[src/rtl/file_port_arbiter.sv]
// Arbitrates NCLIENTS onto a 1W/2R register file: one round-robin write pool and two round-robin read slots; reads respond one cycle after grant.
// Ready is combinational and gated by reset. FILE_PORT_ARBITER_BYPASS_EN forwards same-cycle write data to a matching read.
module file_port_arbiter #(
  parameter int NCLIENTS = 4,
  parameter int ADDR_W   = 8,
  parameter int DATA_W   = 32
) (
  input  logic                         clk,
  input  logic                         reset,
  input  logic [NCLIENTS-1:0]          req_valid_in,
  input  logic [NCLIENTS-1:0]          req_write_in,
  input  logic [NCLIENTS*ADDR_W-1:0]   req_addr_in,
  input  logic [NCLIENTS*DATA_W-1:0]   req_data_in,
  output logic [NCLIENTS-1:0]          req_ready_out,
  output logic [NCLIENTS-1:0]          rsp_valid_out,
  output logic [NCLIENTS*DATA_W-1:0]   rsp_data_out,
  output logic [ADDR_W-1:0]            file_write_addr_out,
  output logic                         file_write_out,
  output logic [DATA_W-1:0]            file_write_data_out,
  output logic [ADDR_W-1:0]            file_read_addr0_out,
  output logic [ADDR_W-1:0]            file_read_addr1_out,
  output logic                         file_read_out,
  input  logic [DATA_W-1:0]            file_read_data0_in,
  input  logic [DATA_W-1:0]            file_read_data1_in
);

  localparam int IDX_W = (NCLIENTS > 1) ? $clog2(NCLIENTS) : 1;

  logic [IDX_W-1:0]        wr_ptr, rd_ptr;
  logic [IDX_W-1:0]        wr_idx, rd0_idx, rd1_idx, rd_last;
  logic                    wr_vld, rd0_vld, rd1_vld;
  logic [NCLIENTS-1:0]     wr_gnt, rd0_gnt, rd1_gnt;
  logic [DATA_W-1:0]       rd0_dat, rd1_dat;
  logic [NCLIENTS-1:0]     rsp_vld_q;
  logic [NCLIENTS*DATA_W-1:0] rsp_dat_q;

  function automatic logic [IDX_W-1:0] rr_idx(input logic [IDX_W-1:0] base, input int offs);
    int j;
    j = int'(base) + offs;
    if (j >= NCLIENTS) j = j - NCLIENTS;
    return IDX_W'(j);
  endfunction

  // Both pools scan from their own pointer; reset blocks every grant.
  always_comb begin
    wr_vld  = 1'b0;
    wr_idx  = '0;
    rd0_vld = 1'b0;
    rd0_idx = '0;
    rd1_vld = 1'b0;
    rd1_idx = '0;
    if (!reset) begin
      for (int k = 0; k < NCLIENTS; k++) begin
        if (!wr_vld && req_valid_in[rr_idx(wr_ptr, k)] && req_write_in[rr_idx(wr_ptr, k)]) begin
          wr_vld = 1'b1;
          wr_idx = rr_idx(wr_ptr, k);
        end
        if (req_valid_in[rr_idx(rd_ptr, k)] && !req_write_in[rr_idx(rd_ptr, k)]) begin
          if (!rd0_vld) begin
            rd0_vld = 1'b1;
            rd0_idx = rr_idx(rd_ptr, k);
          end else if (!rd1_vld) begin
            rd1_vld = 1'b1;
            rd1_idx = rr_idx(rd_ptr, k);
          end
        end
      end
    end
  end

  always_comb begin
    wr_gnt  = '0;
    rd0_gnt = '0;
    rd1_gnt = '0;
    if (wr_vld)  wr_gnt[wr_idx]   = 1'b1;
    if (rd0_vld) rd0_gnt[rd0_idx] = 1'b1;
    if (rd1_vld) rd1_gnt[rd1_idx] = 1'b1;
  end

  assign rd_last       = rd1_vld ? rd1_idx : rd0_idx;
  assign req_ready_out = wr_gnt | rd0_gnt | rd1_gnt;

  assign file_write_out      = wr_vld;
  assign file_write_addr_out = wr_vld ? req_addr_in[int'(wr_idx)*ADDR_W +: ADDR_W] : '0;
  assign file_write_data_out = wr_vld ? req_data_in[int'(wr_idx)*DATA_W +: DATA_W] : '0;
  assign file_read_out       = rd0_vld;
  assign file_read_addr0_out = rd0_vld ? req_addr_in[int'(rd0_idx)*ADDR_W +: ADDR_W] : '0;
  assign file_read_addr1_out = rd1_vld ? req_addr_in[int'(rd1_idx)*ADDR_W +: ADDR_W] : '0;

`ifdef FILE_PORT_ARBITER_BYPASS_EN
  assign rd0_dat = (wr_vld && rd0_vld && file_read_addr0_out == file_write_addr_out)
                   ? file_write_data_out : file_read_data0_in;
  assign rd1_dat = (wr_vld && rd1_vld && file_read_addr1_out == file_write_addr_out)
                   ? file_write_data_out : file_read_data1_in;
`else
  assign rd0_dat = file_read_data0_in;
  assign rd1_dat = file_read_data1_in;
`endif

  always_ff @(posedge clk) begin
    if (reset) begin
      wr_ptr    <= '0;
      rd_ptr    <= '0;
      rsp_vld_q <= '0;
      rsp_dat_q <= '0;
    end else begin
      if (wr_vld)  wr_ptr <= rr_idx(wr_idx, 1);
      if (rd0_vld) rd_ptr <= rr_idx(rd_last, 1);
      rsp_vld_q <= rd0_gnt | rd1_gnt;
      for (int i = 0; i < NCLIENTS; i++) begin
        if (rd0_gnt[i])      rsp_dat_q[i*DATA_W +: DATA_W] <= rd0_dat;
        else if (rd1_gnt[i]) rsp_dat_q[i*DATA_W +: DATA_W] <= rd1_dat;
      end
    end
  end

  // A response pending when reset rises is dropped rather than presented.
  assign rsp_valid_out = rsp_vld_q & {NCLIENTS{~reset}};
  assign rsp_data_out  = rsp_dat_q;

endmodule
[config.mk]
export PLATFORM = sky130hd
export DESIGN_NAME = file_port_arbiter
export DESIGN_NICKNAME = d
export VERILOG_FILES = /design/src/rtl/file_port_arbiter.sv
export SDC_FILE = /design/constraint.sdc
export NUM_CORES = 1
export LEC_CHECK = 0
export ABC_AREA = 1
export BUFFER_PORTS_ARGS = -buffer_cell sky130_fd_sc_hd__buf_2
export CORE_UTILIZATION = 25
export CTS_CLUSTER_SIZE = 28
export DETAILED_ROUTE_END_ITERATION = 8
export PLACE_DENSITY = 0.51
export SYNTH_ARGS = -nofsm -noshare
export SYNTH_HDL_FRONTEND = slang
export SYNTH_SLANG_ARGS = --single-unit
export TNS_END_PERCENT = 30
[constraint.sdc]
create_clock -name clk -period 6.6 [get_ports clk]
set_input_delay 0.66 -clock clk [delete_from_list [all_inputs] [get_ports clk]]
set_output_delay 0.66 -clock clk [all_outputs]
set_load 0.02 [all_outputs]
# Word-level counts from Yosys, hierarchy flattened
# Cells that the tools add are included.
[totals] ff_bits=136 in_bits=234 output_inout_bits=194 wordCells=204
[op_classes] n_addsub=18 magnitude_cmp=24 n_shift=4 n_mux=121 bitwise=5 n_reduce_logical=25
[op_table] op="two-way mux 32 bit" count=9
[op_table] op="variable part select 128 x 8 -> 32 bit" count=1
[op_table] op="variable part select 32 x 6 -> 8 bit" count=3
[op_table] op="two-way mux 2 bit" count=42
[op_table] op="two-way mux 1 bit" count=45
[op_table] op="< comparator 2 x 3 -> 1 bit (second input constant)" count=11
[op_table] op="binary-select mux 1 bit (select 2 bit)" count=16
[op_table] op=">= comparator 3 bit (second input constant)" count=8
[op_table] op="two-way mux 8 bit" count=3
[op_table] op="subtractor 2 x 1 -> 2 bit (second input constant)" count=10
[op_table] op="logical AND 1 bit" count=14
[op_table] op="adder 2 x 1 -> 3 bit (second input constant)" count=4
[op_table] op="adder 2 x 2 -> 3 bit (second input constant)" count=4
[op_table] op="two-way mux 4 bit" count=3
[op_table] op="bitwise OR 4 bit" count=3
[op_table] op="nonzero test 2 bit" count=4
[op_table] op="zero test 1 bit" count=7
[op_table] op="demux 1 bit (select 2 bit)" count=3
[op_table] op=">= comparator 2 x 1 -> 1 bit (second input constant)" count=3
[op_table] op=">= comparator 2 x 3 -> 1 bit (second input constant)" count=2
[op_table] op="AND 4 bit" count=1
[op_table] op="inverter 1 bit" count=1

# Depth between registers and ports, before layout
# Gate-level depths: netlist of the first run.
[logic_depth] depth_word=30 mapped_depth=19 mapped_depth_nobuf=18

# Worst setup path after synthesis of the first run
# Ideal clock, no wire load.
[synth_path] kind="input to output" from="input port req_write_in[0]" to="output port file_read_addr0_out[0]" arrival_time_ns=2.692 required_ns=5.940 slack_ns=3.248 path_stages=17 path_buffers=2 cell_sequence="inv_1 > nand2_1 > nand2_1 > nand3_1 > nand2_1 > ha_1 > nand2_1 > nand2_1 > nand2_1 > nand2_1 > nor2_1 > nor2_1 > nand2_2 > buf_6 > buf_2 > o21ai_0 > nor3_1"
[synth_via] elab_chain_len=15 elab_cells_between_ends=34 classes_between="shift: 1; mux: 25; reduce/logical: 8"
[synth_lines] item="start, declared" line_no="11" text="input logic [NCLIENTS-1:0] req_write_in,"
[synth_lines] item="binary-select mux 1 bit (select 2 bit)" line_no="58" text="if (req_valid_in[rr_idx(rd_ptr, k)] && !req_write_in[rr_idx(rd_ptr, k)]) begin"
[synth_lines] item="two-way mux 1 bit (implied by the code)" line_no="58"
[synth_lines] item="zero test 1 bit" line_no="58"
[synth_lines] item="logical AND 1 bit" line_no="58"
[synth_lines] item="two-way mux 1 bit" line_no="58"
[synth_lines] item="two-way mux 1 bit" line_no="52" text="if (!reset) begin"
[synth_lines] item="two-way mux 2 bit or two-way mux 1 bit (tied branches)" line_no="59, 58"
[synth_lines] item="two-way mux 2 bit or two-way mux 1 bit (tied branches)" line_no="58, 52"
[synth_lines] item="two-way mux 2 bit or two-way mux 1 bit (tied branches)" line_no="59, 58"
[synth_lines] item="two-way mux 2 bit or two-way mux 1 bit (tied branches)" line_no="58, 52"
[synth_lines] item="two-way mux 2 bit" line_no="59" text="if (!rd0_vld) begin"
[synth_lines] item="two-way mux 2 bit" line_no="58"
[synth_lines] item="two-way mux 2 bit" line_no="52"
[synth_lines] item="variable part select 32 x 6 -> 8 bit" line_no="87" text="assign file_read_addr0_out = rd0_vld ? req_addr_in[int'(rd0_idx)*ADDR_W +: ADDR_W] : '0;"
[synth_lines] item="two-way mux 8 bit (*)" line_no="87"
[synth_lines] item="end, declared" line_no="20" text="output logic [ADDR_W-1:0] file_read_addr0_out,"
# Mark *: on every way between the ends. The rest lies on a longest branch, timed or not. The select of a mux whose other input is x is not followed.

# Final worst setup path of the first run
[layout_path] from="register rd_ptr[0]" to="output port req_ready_out[3]"
[layout_via] elab_chain_len=25 elab_cells_between_ends=92 classes_between="add/sub: 7; order compare: 8; mux: 65; bitwise: 2; reduce/logical: 10"
[layout_lines] item="start, declared" line_no="29" text="logic [IDX_W-1:0] wr_ptr, rd_ptr;"
[layout_lines] item="start signal, assigned" line_no="108" text="if (rd0_vld) rd_ptr <= rr_idx(rd_last, 1);"
[layout_lines] item=">= comparator 2 x 3 -> 1 bit or subtractor 2 x 1 -> 2 bit (tied branches)"
[layout_lines] item="two-way mux 2 bit" line_no="40" text="if (j >= NCLIENTS) j = j - NCLIENTS;"
[layout_lines] item="two-way mux 2 bit" line_no="52"
[layout_lines] item="binary-select mux 1 bit (select 2 bit)" line_no="58"
[layout_lines] item="two-way mux 1 bit (implied by the code)" line_no="58"
[layout_lines] item="zero test 1 bit" line_no="58"
[layout_lines] item="logical AND 1 bit" line_no="58"
[layout_lines] item="two-way mux 1 bit" line_no="58"
[layout_lines] item="[... 9 more ...]"
[layout_lines] item="two-way mux 2 bit" line_no="58"
[layout_lines] item="two-way mux 2 bit" line_no="52"
[layout_lines] item="< comparator 2 x 3 -> 1 bit (implied by the code) or >= comparator 2 x 1 -> 1 bit (tied branches)" line_no="77" text="if (rd1_vld) rd1_gnt[rd1_idx] = 1'b1;"
[layout_lines] item="logical AND 1 bit (implied by the code)" line_no="77"
[layout_lines] item="two-way mux 1 bit (implied by the code)" line_no="77"
[layout_lines] item="demux 1 bit (select 2 bit)" line_no="77"
[layout_lines] item="two-way mux 4 bit" line_no="77"
[layout_lines] item="bitwise OR 4 bit (*)" line_no="81" text="assign req_ready_out = wr_gnt | rd0_gnt | rd1_gnt;"
[layout_lines] item="end, declared" line_no="14" text="output logic [NCLIENTS-1:0] req_ready_out,"
# Marks and branches as above.

==> impl_results.md, run 1 <==
- Result of the run: finished, final reports clean
- Startpoint of the lowest-slack register-to-register path: rd_ptr[0]
- Total negative slack: 0 ns
- Worst r2r path cells: 15
- Number of hold-repair buffers added at the cts stage: 0
- Number of enable-type register cells in the synthesized netlist: 0
- FMAX: ~190 MHz
- Leakage power total: between 7 and 8 nW
- Number of buffers created by CTS: 17
- Kind of end point of the critical path: primary output
- Worst Path Buf+Inv: 5
- Cell area after synthesis: about 10000 um^2
- Source of the worst hold timing path: rsp_data_out[22]
- Total number of yosys warnings: 0
- Iteration count of the initial detailed-routing pass: 5
- TritonCTS sink count: roughly 140
- Average instance area after synthesis: approximately 5.8 um^2
- Reg-to-Reg End: rsp_data_out[11]
- Area of the core: roughly 41000 um^2
- Most area-hungry cell type in the Yosys netlist: sky130_fd_sc_hd__dfxtp_1
- Instance area after placement: 12600 um^2
- Minimum period implied by the final worst setup slack: 5.29 ns
- Signal arrival time at the worst endpoint: between 4 and 5 ns
- Number of hold violations in the final report: 0
- Hold Path Class: flip-flop to flip-flop
- Area share of the largest cell type after synthesis: 0.263
- Largest net degree at the start of global routing: ~100
- Kind of cell with the highest combined delay on the critical path: buffers and inverters
- DIE HEIGHT: between 200 and 250 um
- Post-CTS Resized: 0
- Number of storage elements in the synthesis netlist: ~140
- Non-Filler Cell Area, Final: ~13000 um^2
- Critical path start-end classification: flip-flop to primary output
- Maximum clock skew at final layout: about 0.017 ns
- Startpoint class of the critical path: flip-flop
- Area used by multi-input combinational logic: between 6000 and 7000 um^2
- Async SR Flop Fraction: 0
- Cell with the largest stage delay on the worst path: sky130_fd_sc_hd__inv_1
- Worst skew pair latency: 0.44 ns
- Core Rows: 74
- Width of the chip: approximately 210 um
- Final core utilization: 0.324
- Count of port buffers added during placement: roughly 430
- Relative max-transition margin: 0.261
- Full die area: around 42000 um^2
- Unrepaired setup endpoints after global routing: false
- Required @ worst endpoint: 5.94 ns
- Number of antenna violations at the first check in global routing: 10
- Worst reg2reg setup slack: about 2.2 ns
- Max-cap violation count: 0
- Total power of the final layout: between 0.007 and 0.008 W
- Post-CTS setup-driven buffer insertion count: 0
- CP most frequent cell: sky130_fd_sc_hd__nand2_1
- Slew @ Worst Pin: about 1.1 ns
- Worst Hold End: rsp_data_out[22]
- Largest driver fanout on the critical path: 34
- Count of boundary I/O pins: 428
- Register area share after synthesis: 0.263
- Global-route wire length before repair: 69900 um
- Via count of the routed design: around 13000
- Cells after Synth: between 1500 and 2000
- Remaining global-route overflow: 0
- Count of H-tree levels built during CTS: 4
- Library cells used by synthesis: 34
- Avg Vias per Cell: between 4 and 5
- Worst supply voltage drop on vdd: approximately 0.23 mV
- Top post-synthesis cells by area: sky130_fd_sc_hd__dfxtp_1 26%, sky130_fd_sc_hd__nand2_1 18%, sky130_fd_sc_hd__nand3_1 11%
- CTS tree: done
- Number of nets at the end of the flow: between 2000 and 2500
- Deepest clock path buffer count: 2
- Power per cell area: 598 nW/um^2
- Number of nets with antenna violations after detailed routing: 0
- Post-DP HPWL: 34100 um
- List of cells traversed by the critical path: inv_2 -> nand2_1 -> nand3_1 -> nand2_1 -> nand2_2 -> nand2_1 -> nand2_2 -> nand3_1 -> nand2_1 -> nand3_1 -> buf_4 -> inv_1 -> nand2_1 -> nand2_2 -> inv_1 -> nand2_1 -> buf_2
- Storage element area: 2720 um^2
- Clock Root Buffer: sky130_fd_sc_hd__clkbuf_16
- Top-count cell post-synth: sky130_fd_sc_hd__nand2_1
- Fin. max-slew vios: 0
- Period utilisation layout: 0.802
- Primary flip-flop cell chosen by synthesis mapping: sky130_fd_sc_hd__dfxtp_1
- Initial DRC Count: 902
- Total global-route track usage: 0.214
- Finish-stage setup viols: 0
- Final hold slack: 0.482 ns
- DRT Wirelength: 46800 um
- Fraction of layout instances using a drive strength above 1: 0.250
- Area overhead of the layout relative to synthesis: 27.9%
- RD Place Congestion: 0.914
- Drc violations: 0
- Post-synth net total: approximately 2000
- Cell count of the worst hold path: 2
- Leading post-synthesis cells by instance count: 492 x sky130_fd_sc_hd__nand2_1, 220 x sky130_fd_sc_hd__nand3_1, 204 x sky130_fd_sc_hd__inv_1
- WL per Instance: approximately 18 um
- Vias in the first global route: around 12000
- Peak per-stage delay on the critical path: 0.97 ns
- Effective utilization at floorplan: 0.253
- Fill count: between 4000 and 5000
- Clock slew at the register clock pins of the worst setup and hold paths: around 0.06 ns
where the power goes:
group / switching, W / internal, W
Sequential: 0.000211 / 0.00119
Combinational: 0.00398 / 0.00156
Clock: 0.000415 / 0.000559
Total: 0.00461 / 0.00330
worst max-delay path by stage:
stage	startpoint	end	slack [ns]	cells past startpoint
after floorplan	req_write_in[0]	file_read_addr0_out[0]	3.25	17
after global placement	req_write_in[0]	req_ready_out[3]	1.62	19
after detailed placement	req_write_in[0]	req_ready_out[3]	1.52	19
after CTS	rd_ptr[0]	req_ready_out[3]	1.17	17
after global routing	rd_ptr[0]	req_ready_out[3]	0.73	17
final	rd_ptr[0]	req_ready_out[3]	1.31	17
metrics by stage:
step | cells | setup WS, ns
floorplan | 1767 | 3.25
global placement | 2609 | 1.62
detailed placement | 2609 | 1.52
CTS | 2641 | 1.17
global route | 2647 | 0.731
finish | 2648 | 1.31
layout make-up:
type | count | share of cell area
Antenna cell | 7 | 0.00133
Clock buffer | 18 | 0.0325
Clock inverter | 14 | 0.0112
Inverter | 213 | 0.0609
Multi-Input combinational cell | 1285 | 0.467
Sequential cell | 136 | 0.206
Tap cell | 532 | 0.0504
Timing Repair Buffer | 443 | 0.171
placed cells by master, fill, tap and decap left out, types with 7 or more instances in the layout:
cell,netlist,final
sky130_fd_sc_hd__nand2_1,492,491
sky130_fd_sc_hd__nand4_1,68,68
sky130_fd_sc_hd__o22ai_1,8,8
sky130_fd_sc_hd__buf_4,11,16
sky130_fd_sc_hd__nand3_1,220,219
sky130_fd_sc_hd__inv_2,7,7
sky130_fd_sc_hd__clkbuf_16,0,17
sky130_fd_sc_hd__nand2_2,12,13
sky130_fd_sc_hd__nand3b_1,64,64
sky130_fd_sc_hd__a21oi_1,120,120
sky130_fd_sc_hd__buf_2,51,427
sky130_fd_sc_hd__inv_1,204,204
sky130_fd_sc_hd__nor3_1,8,8
sky130_fd_sc_hd__diode_2,0,7
sky130_fd_sc_hd__o21ai_1,33,32
sky130_fd_sc_hd__o21ai_0,102,102
sky130_fd_sc_hd__dfxtp_1,136,136
sky130_fd_sc_hd__nor2_1,122,121
per-layer routing:
metal / routed length (um) / vias to the layer above / global-route usage
li1: - / 6379 / -
met1: 19800 / 6062 / 0.263
met2: 22200 / 506 / 0.363
met3: 3620 / 67 / 0.0508
met4: 1160 / 8 / 0.0778
met5: 47 / - / 0
worst reg2reg max path, stage by stage (launching register included):
cell	delay (ns)
sky130_fd_sc_hd__dfxtp_1	0.61
sky130_fd_sc_hd__inv_2	0.18
sky130_fd_sc_hd__nand2_1	0.15
sky130_fd_sc_hd__nand3_1	0.11
sky130_fd_sc_hd__nand2_1	0.21
sky130_fd_sc_hd__ha_1	0.27
sky130_fd_sc_hd__nand2_1	0.06
sky130_fd_sc_hd__nand2_1	0.05
sky130_fd_sc_hd__nand2_1	0.11
sky130_fd_sc_hd__nand3_2	0.12
sky130_fd_sc_hd__nand2_2	0.50
sky130_fd_sc_hd__nand3_2	0.53
sky130_fd_sc_hd__buf_4	0.46
sky130_fd_sc_hd__nand2_1	0.65
sky130_fd_sc_hd__nand2_1	0.15
sky130_fd_sc_hd__a21oi_1	0.16
state kept, by name, indices dropped and copies added, names as in the netlist:
| name | cells |
|---|---|
| rsp_data_out | 128 |
| rsp_vld_q | 4 |
| rd_ptr | 2 |
| wr_ptr | 2 |
cell families (layout without fill, tap and decap cells):
kind of cell             Yosys count  in the layout  share of synthesized area
adder cells (fa/ha/maj)            6              6                    0.00726
AO/OA/AOI/OAI                    267            267                      0.131
other                              0              7                          0
XOR/XNOR                           1              1                    0.00157
AND/OR/NAND/NOR                 1011           1011                      0.453
flip-flops                       136            136                      0.263
buffers and inverters            346            688                      0.143
Power figures use the tool's default switching activity.
==> run 2: changes to the inputs <==
Settings changed: PLACE_DENSITY 0.51 to 0.53.
Clock period 6.6 ns to 4.8 ns, I/O delays scaled along.
==> run 2 against run 1 <==
Via count rose by 0.66%. Utilization rose by 0.10 points. Design area rose by 0.32%. Total power rose by 40%. Wire length rose by 4.3%. Global-route usage rose by 0.91 points. Sequential cell count did not move. Sequential power rose by 38%. Worst hold slack got worse by 0.082 ns.
==> impl_results.md, run 2 (synthesis gave the netlist of run 1 again) <==
- Number of antenna violations at the first check in global routing: 7
- Required @ worst endpoint: around 4.3 ns
- TritonCTS sink count: 136
- Count of boundary I/O pins: 428
- Count of port buffers added during placement: approximately 430
- Initial DRC Count: 977
- Count of H-tree levels built during CTS: 4
- Flip-flop count of the largest register, all copies and words added: between 100 and 150
- Avg Vias per Cell: 4.94
- Number of buffers created by CTS: 17
- Fill count: roughly 4700
- Width of the chip: between 200 and 250 um
- Worst r2r path cells: 15
- Core Rows: between 70 and 80
- Most frequent cells in the layout: 491 x sky130_fd_sc_hd__nand2_1, 427 x sky130_fd_sc_hd__buf_2, 219 x sky130_fd_sc_hd__nand3_1, 204 x sky130_fd_sc_hd__inv_1, 135 x sky130_fd_sc_hd__dfxtp_1
- Clock slew at the register clock pins of the worst setup and hold paths: ~0.070 ns
- Effective utilization at floorplan: 0.253
- Number of nets at the end of the flow: approximately 2300
- Via count of the routed design: between 10000 and 15000
- Largest net degree at the start of global routing: 73
- Largest driver fanout on the critical path: 34
- Unrepaired setup endpoints after global routing: false
- Post-DP HPWL: about 35000 um
- Fin. max-slew vios: 0
- Minimum period implied by the final worst setup slack: between 4 and 5 ns
- Number of nets with antenna violations after detailed routing: 0
- Most common cell after layout, fill and taps aside: sky130_fd_sc_hd__nand2_1
- Slew @ Worst Pin: ~1.0 ns
- Signal arrival time at the worst endpoint: 3.87 ns
- Final core utilization: 0.325
- Fraction of layout instances using a drive strength above 1: 0.254
- Worst reg2reg setup slack: 0.81 ns
- Vias in the first global route: ~12000
- Relative max-transition margin: 0.302
- Cell count of the worst hold path: 5
- Deepest clock path buffer count: 2
- Final worst slack: ~0.45 ns
- Total global-route track usage: 0.224
- Clock Root Buffer: sky130_fd_sc_hd__clkbuf_16
- Result of the run: finished, final reports clean
- Area of the core: just over 40000 um^2
- Full die area: 42200 um^2
- Drc violations: 0
- Total power of the final layout: about 0.011 W
- Power per cell area: between 800 and 900 nW/um^2
- Placement Setup Slack: -0.00764 ns
- Max-cap violation count: 0
- Area overhead of the layout relative to synthesis: 28.3%
- Remaining global-route overflow: 0
- Maximum clock skew at final layout: 0.00695 ns
- Leakage power total: 7.40 nW
- Finish-stage setup viols: 0
- Number of hold-repair buffers added at the cts stage: 0
- RD Place Congestion: 0.893
- DIE HEIGHT: 205 um
- Startpoint class of the critical path: flip-flop
- Worst skew pair latency: about 0.43 ns
- Iteration count of the initial detailed-routing pass: 6
- Kind of end point of the critical path: primary output
- Non-Filler Cell Area, Final: 13300 um^2
- Critical path start-end classification: flip-flop to primary output
- Final hold slack: roughly 0.40 ns
- FMAX: ~230 MHz
- CTS tree: done
- Period utilisation layout: 0.907
- WL per Instance: ~18 um
- DRT Wirelength: ~49000 um
- Number of hold violations in the final report: 0
- Worst supply voltage drop on vdd: approximately 0.47 mV
- Global-route wire length before repair: approximately 72000 um
- Hold Path Class: primary input to flip-flop
- Instance area after placement: 12700 um^2
[run 2: routing by layer]
layer | part of all wire | track usage
met5 | 0.00018 | 0
met4 | 0.018 | 0.0587
met3 | 0.078 | 0.0543
met2 | 0.50 | 0.397
met1 | 0.41 | 0.266
[run 2: timing repair]
item	4_1_cts	5_1_grt
buffers inserted	0	0
resized for setup	1	2
gates cloned	2	0
pin swaps	1	1
endpoints found under the setup margin	1	3
[run 2: layout make-up]
cell class / count / area [um^2] / area share
Multi-Input combinational cell: 1287 / 6190 / 0.467
Sequential cell: 136 / 2720 / 0.205
Timing Repair Buffer: 449 / 2300 / 0.174
Inverter: 213 / 805 / 0.0607
Tap cell: 532 / 666 / 0.0502
Clock buffer: 18 / 439 / 0.0331
Clock inverter: 14 / 116 / 0.00878
Antenna cell: 6 / 15.0 / 0.00113
[run 2: through the flow]
stage               cells  setup TNS, ns
finish               2655              0
global route         2653              0
CTS                  2649              0
detailed placement   2615       -0.00764
global placement     2615              0
floorplan            1767              0
[run 2: power by group]
| part | switching [W] | internal (W) |
|---|---|---|
| clock | 0.000587 | 0.000687 |
| combinational | 0.00566 | 0.00217 |
| sequential | 0.000300 | 0.00163 |
[run 2: final timing paths]
kind                                from          endpoint
hold / removal    file_read_data0_in[23]  rsp_data_out[23]
setup reg to reg               rd_ptr[0]  rsp_data_out[14]
hold reg to reg         rsp_data_out[15]  rsp_data_out[15]
setup / recovery               rd_ptr[0]  req_ready_out[3]
[run 2: critical path: stages, from the launching register on]
cell                      delay (ns)
sky130_fd_sc_hd__dfxtp_2        0.47
sky130_fd_sc_hd__inv_2          0.12
sky130_fd_sc_hd__nand2_1        0.13
sky130_fd_sc_hd__nand3_1        0.10
sky130_fd_sc_hd__nand2_1        0.21
sky130_fd_sc_hd__ha_1           0.27
sky130_fd_sc_hd__nand2_1        0.06
sky130_fd_sc_hd__nand2_1        0.04
sky130_fd_sc_hd__nand2_1        0.09
sky130_fd_sc_hd__nand2_1        0.07
sky130_fd_sc_hd__nor2_2         0.31
sky130_fd_sc_hd__nor2_4         0.19
sky130_fd_sc_hd__nand2_4        0.25
sky130_fd_sc_hd__nand2_2        0.07
sky130_fd_sc_hd__buf_4          0.25
sky130_fd_sc_hd__inv_1          0.09
sky130_fd_sc_hd__buf_4          0.35
sky130_fd_sc_hd__nand2_1        0.17
sky130_fd_sc_hd__buf_2          0.20
==> run 3: changes to the inputs <==
Settings changed: CAP_MARGIN set to 40, PLACE_DENSITY 0.53 to 0.51.
Clock period 4.8 ns to 4.1 ns, I/O delays scaled along.
==> run 3 against run 2 <==
Clock skew grew 0.0034 ns. Design area up 0.85%. Register-to-register slack better by 0.02 ns. Critical path type unchanged. Total power up 17%. Largest power group unchanged.
==> impl_results.md, run 3 (synthesis gave the netlist of run 1 again) <==
- Total negative slack: 0 ns
- Maximum clock skew at final layout: slightly above 0.01 ns
- Number of nets at the end of the flow: between 2000 and 2500
- Number of placed cells counting well taps: about 2600
- Drc violations: 0
- Flop pwr share: 0.174
- Largest driver fanout on the critical path: 11
- Peak per-stage delay on the critical path: roughly 0.52 ns
- Full die area: between 40000 and 50000 um^2
- Number of cells on the critical path: 16
- Relative max-transition margin: 0.553
- Via count of the routed design: ~13000
- Period utilisation layout: 0.919
- Clock Root Buffer: sky130_fd_sc_hd__clkbuf_16
- Internal power contribution: approximately 0.0055 W
- List of cells traversed by the critical path: inv_2 -> nand2_1 -> nand2_1 -> nand3_2 -> nand2_4 -> nor2_4 -> nand2_1 -> nand2_1 -> nor2_2 -> nor2_4 -> nor2_1 -> buf_4 -> nand2_1 -> o21ai_0 -> nor3_1 -> buf_2
- Number of hold violations in the final report: 0
- Initial DRC Count: 1012
- Required @ worst endpoint: between 3 and 4 ns
- Kind of cell with the highest combined delay on the critical path: simple AND/OR/NAND/NOR gates
- Worst reg2reg setup slack: roughly 0.83 ns
- Most frequent cells in the layout: 491 x sky130_fd_sc_hd__nand2_1, 427 x sky130_fd_sc_hd__buf_2, 219 x sky130_fd_sc_hd__nand3_1, 204 x sky130_fd_sc_hd__inv_1, 135 x sky130_fd_sc_hd__dfxtp_1
- Highest metal used: met5
- FMAX: around 270 MHz
- Core Rows: 74
- Worst skew pair latency: ~0.43 ns
- Deepest clock path buffer count: 2
- Largest net degree at the start of global routing: 97
- Fraction of layout instances using a drive strength above 1: 0.256
- Width of the chip: just over 200 um
- Iteration count of the initial detailed-routing pass: 5
- Startpoint of the lowest-slack register-to-register path: rd_ptr[0]
- Worst supply voltage drop on vdd: roughly 0.33 mV
- Area of the core: 40800 um^2
- Avg Vias per Cell: 4.91
- Worst r2r path cells: 16
- Reg-to-Reg End: rsp_data_out[2]
- Effective utilization at floorplan: 0.253
- Vias in the first global route: 11852
- Switching power total: around 0.0075 W
- Number of antenna violations at the first check in global routing: 5
- Worst setup path startpoint: rd_ptr[1]
- Placement Setup Slack: 0.511 ns
- Most common cell after layout, fill and taps aside: sky130_fd_sc_hd__nand2_1
- Final hold slack: approximately 0.34 ns
- Non-filler cells in the finished layout: 2655
- Leakage power total: ~7.5 nW
- Met2 routed WL: ~23000 um
- Hold Path Class: primary input to flip-flop
- Total global-route track usage: 0.215
- Number of buffers created by CTS: 17
- Remaining global-route overflow: 0
- CP most frequent cell: sky130_fd_sc_hd__nand2_1
- Signal arrival time at the worst endpoint: ~3.4 ns
- Comb pwr share: 0.703
- Final core utilization: 0.327
- Slew @ Worst Pin: 0.670 ns
- Worst Path Buf+Inv: 3
- Final worst slack: 0.334 ns
- Result of the run: finished, final reports clean
- Fill count: about 4600
- WL per Instance: 17.7 um
- Cell with the largest stage delay on the worst path: sky130_fd_sc_hd__dfxtp_1
- Flip-flop count of the largest register, all copies and words added: between 100 and 150
- Capture point of the critical path: file_read_addr0_out[3]
- CTS tree: done
- Finish-stage setup viols: 0
- Power per cell area: around 970 nW/um^2
- Startpoint class of the critical path: flip-flop
- Critical path start-end classification: flip-flop to primary output
- Number of nets with antenna violations after detailed routing: 0
- Minimum period implied by the final worst setup slack: around 3.8 ns
- TritonCTS sink count: roughly 140
- Max-cap violation count: 0
- Global-route wire length before repair: ~70000 um
- Area overhead of the layout relative to synthesis: 29.4%
- Post-DP HPWL: 34800 um
- Met1 wire length: 19800 um
- Fin. max-slew vios: 0
- DIE HEIGHT: roughly 210 um
- Storage element area: approximately 2700 um^2
- Unrepaired setup endpoints after global routing: false
- Total length of routed met3 wires: between 3000 and 4000 um
- Clock slew at the register clock pins of the worst setup and hold paths: ~0.070 ns
- Area used by multi-input combinational logic: approximately 6200 um^2
- Count of port buffers added during placement: between 400 and 500
- Count of H-tree levels built during CTS: 4
- DRT Wirelength: about 47000 um
- Switching Fraction: 0.579
- RD Place Congestion: between 0.9 and 1
- Count of boundary I/O pins: roughly 430
- Kind of end point of the critical path: primary output
- Clock network fraction of total power: 0.124
[run 3: cell count changes in the layout (fill, tap and decap cells not counted), sizes merged]
| cell | delta |
|---|---|
| inv | -1 |
| diode | -5 |
| bufinv | +2 |
| nor2 | -2 |
| clkinv | +3 |
| clkinvlp | -3 |
| clkbuf | -1 |
| buf | +7 |
[run 3: how the worst min path moves through the flow]
| stage | slack [ns] | endpoint | cells past startpoint | start |
|---|---|---|---|---|
| 4_1_cts | 0.33 | rsp_data_out[31] | 5 | file_read_data0_in[31] |
| 3_5_place_dp | 0.48 | rsp_data_out[20] | 2 | rsp_data_out[20] |
| 3_3_place_gp | 0.47 | rsp_data_out[70] | 2 | rsp_data_out[70] |
| 2_1_floorplan | 0.54 | wr_ptr[1] | 2 | wr_ptr[1] |
| 5_1_grt | 0.35 | rsp_data_out[12] | 5 | file_read_data1_in[12] |
| 6_report | 0.34 | rsp_data_out[31] | 5 | file_read_data0_in[31] |
[run 3: area by class of cell]
cell class                 count  area share
tap                          532      0.0498
timing repair buffer         456       0.180
inverter                     213      0.0602
clock buffer                  17      0.0318
clock inverter                15      0.0125
sequential                   136       0.204
antenna                        1    0.000187
multi-input combinational   1285       0.462
[run 3: worst min-delay path, stage by stage]
cell	delay, ns
sky130_fd_sc_hd__buf_2	0.12
sky130_fd_sc_hd__o21ai_0	0.09
sky130_fd_sc_hd__inv_1	0.05
sky130_fd_sc_hd__nand2_1	0.04
sky130_fd_sc_hd__inv_1	0.04
[run 3: power groups by stage]
stage	registers, W	clock network [W]	logic, W
floorplan	0.00284	0	0.00574
global placement	0.00226	0	0.00906
detailed placement	0.00227	0	0.00913
CTS	0.00225	0.00164	0.00915
global route	0.00232	0.00169	0.0100
finish	0.00225	0.00160	0.00911
[run 3: metal layers]
| metal | vias to the layer above | track usage |
|---|---|---|
| met5 | - | 0 |
| met4 | 8 | 0.0519 |
| met3 | 46 | 0.0531 |
| met2 | 481 | 0.370 |
| met1 | 6104 | 0.268 |
| li1 | 6409 | - |
[run 3: per-stage QoR]
| step | total power, W | cell area (um^2) |
|---|---|---|
| 2_1_floorplan | 0.00858 | 10300 |
| 3_3_place_gp | 0.0113 | 12800 |
| 3_5_place_dp | 0.0114 | 12800 |
| 4_1_cts | 0.0130 | 13300 |
| 5_1_grt | 0.0140 | 13400 |
| 6_report | 0.0130 | 13400 |
[run 3: repair_timing]
item                                   CTS  global route
buffers inserted                         0             0
gates resized for setup                  0             5
hold buffers                             0             0
endpoints found under the hold margin    0             0
setup endpoints to repair                0            12
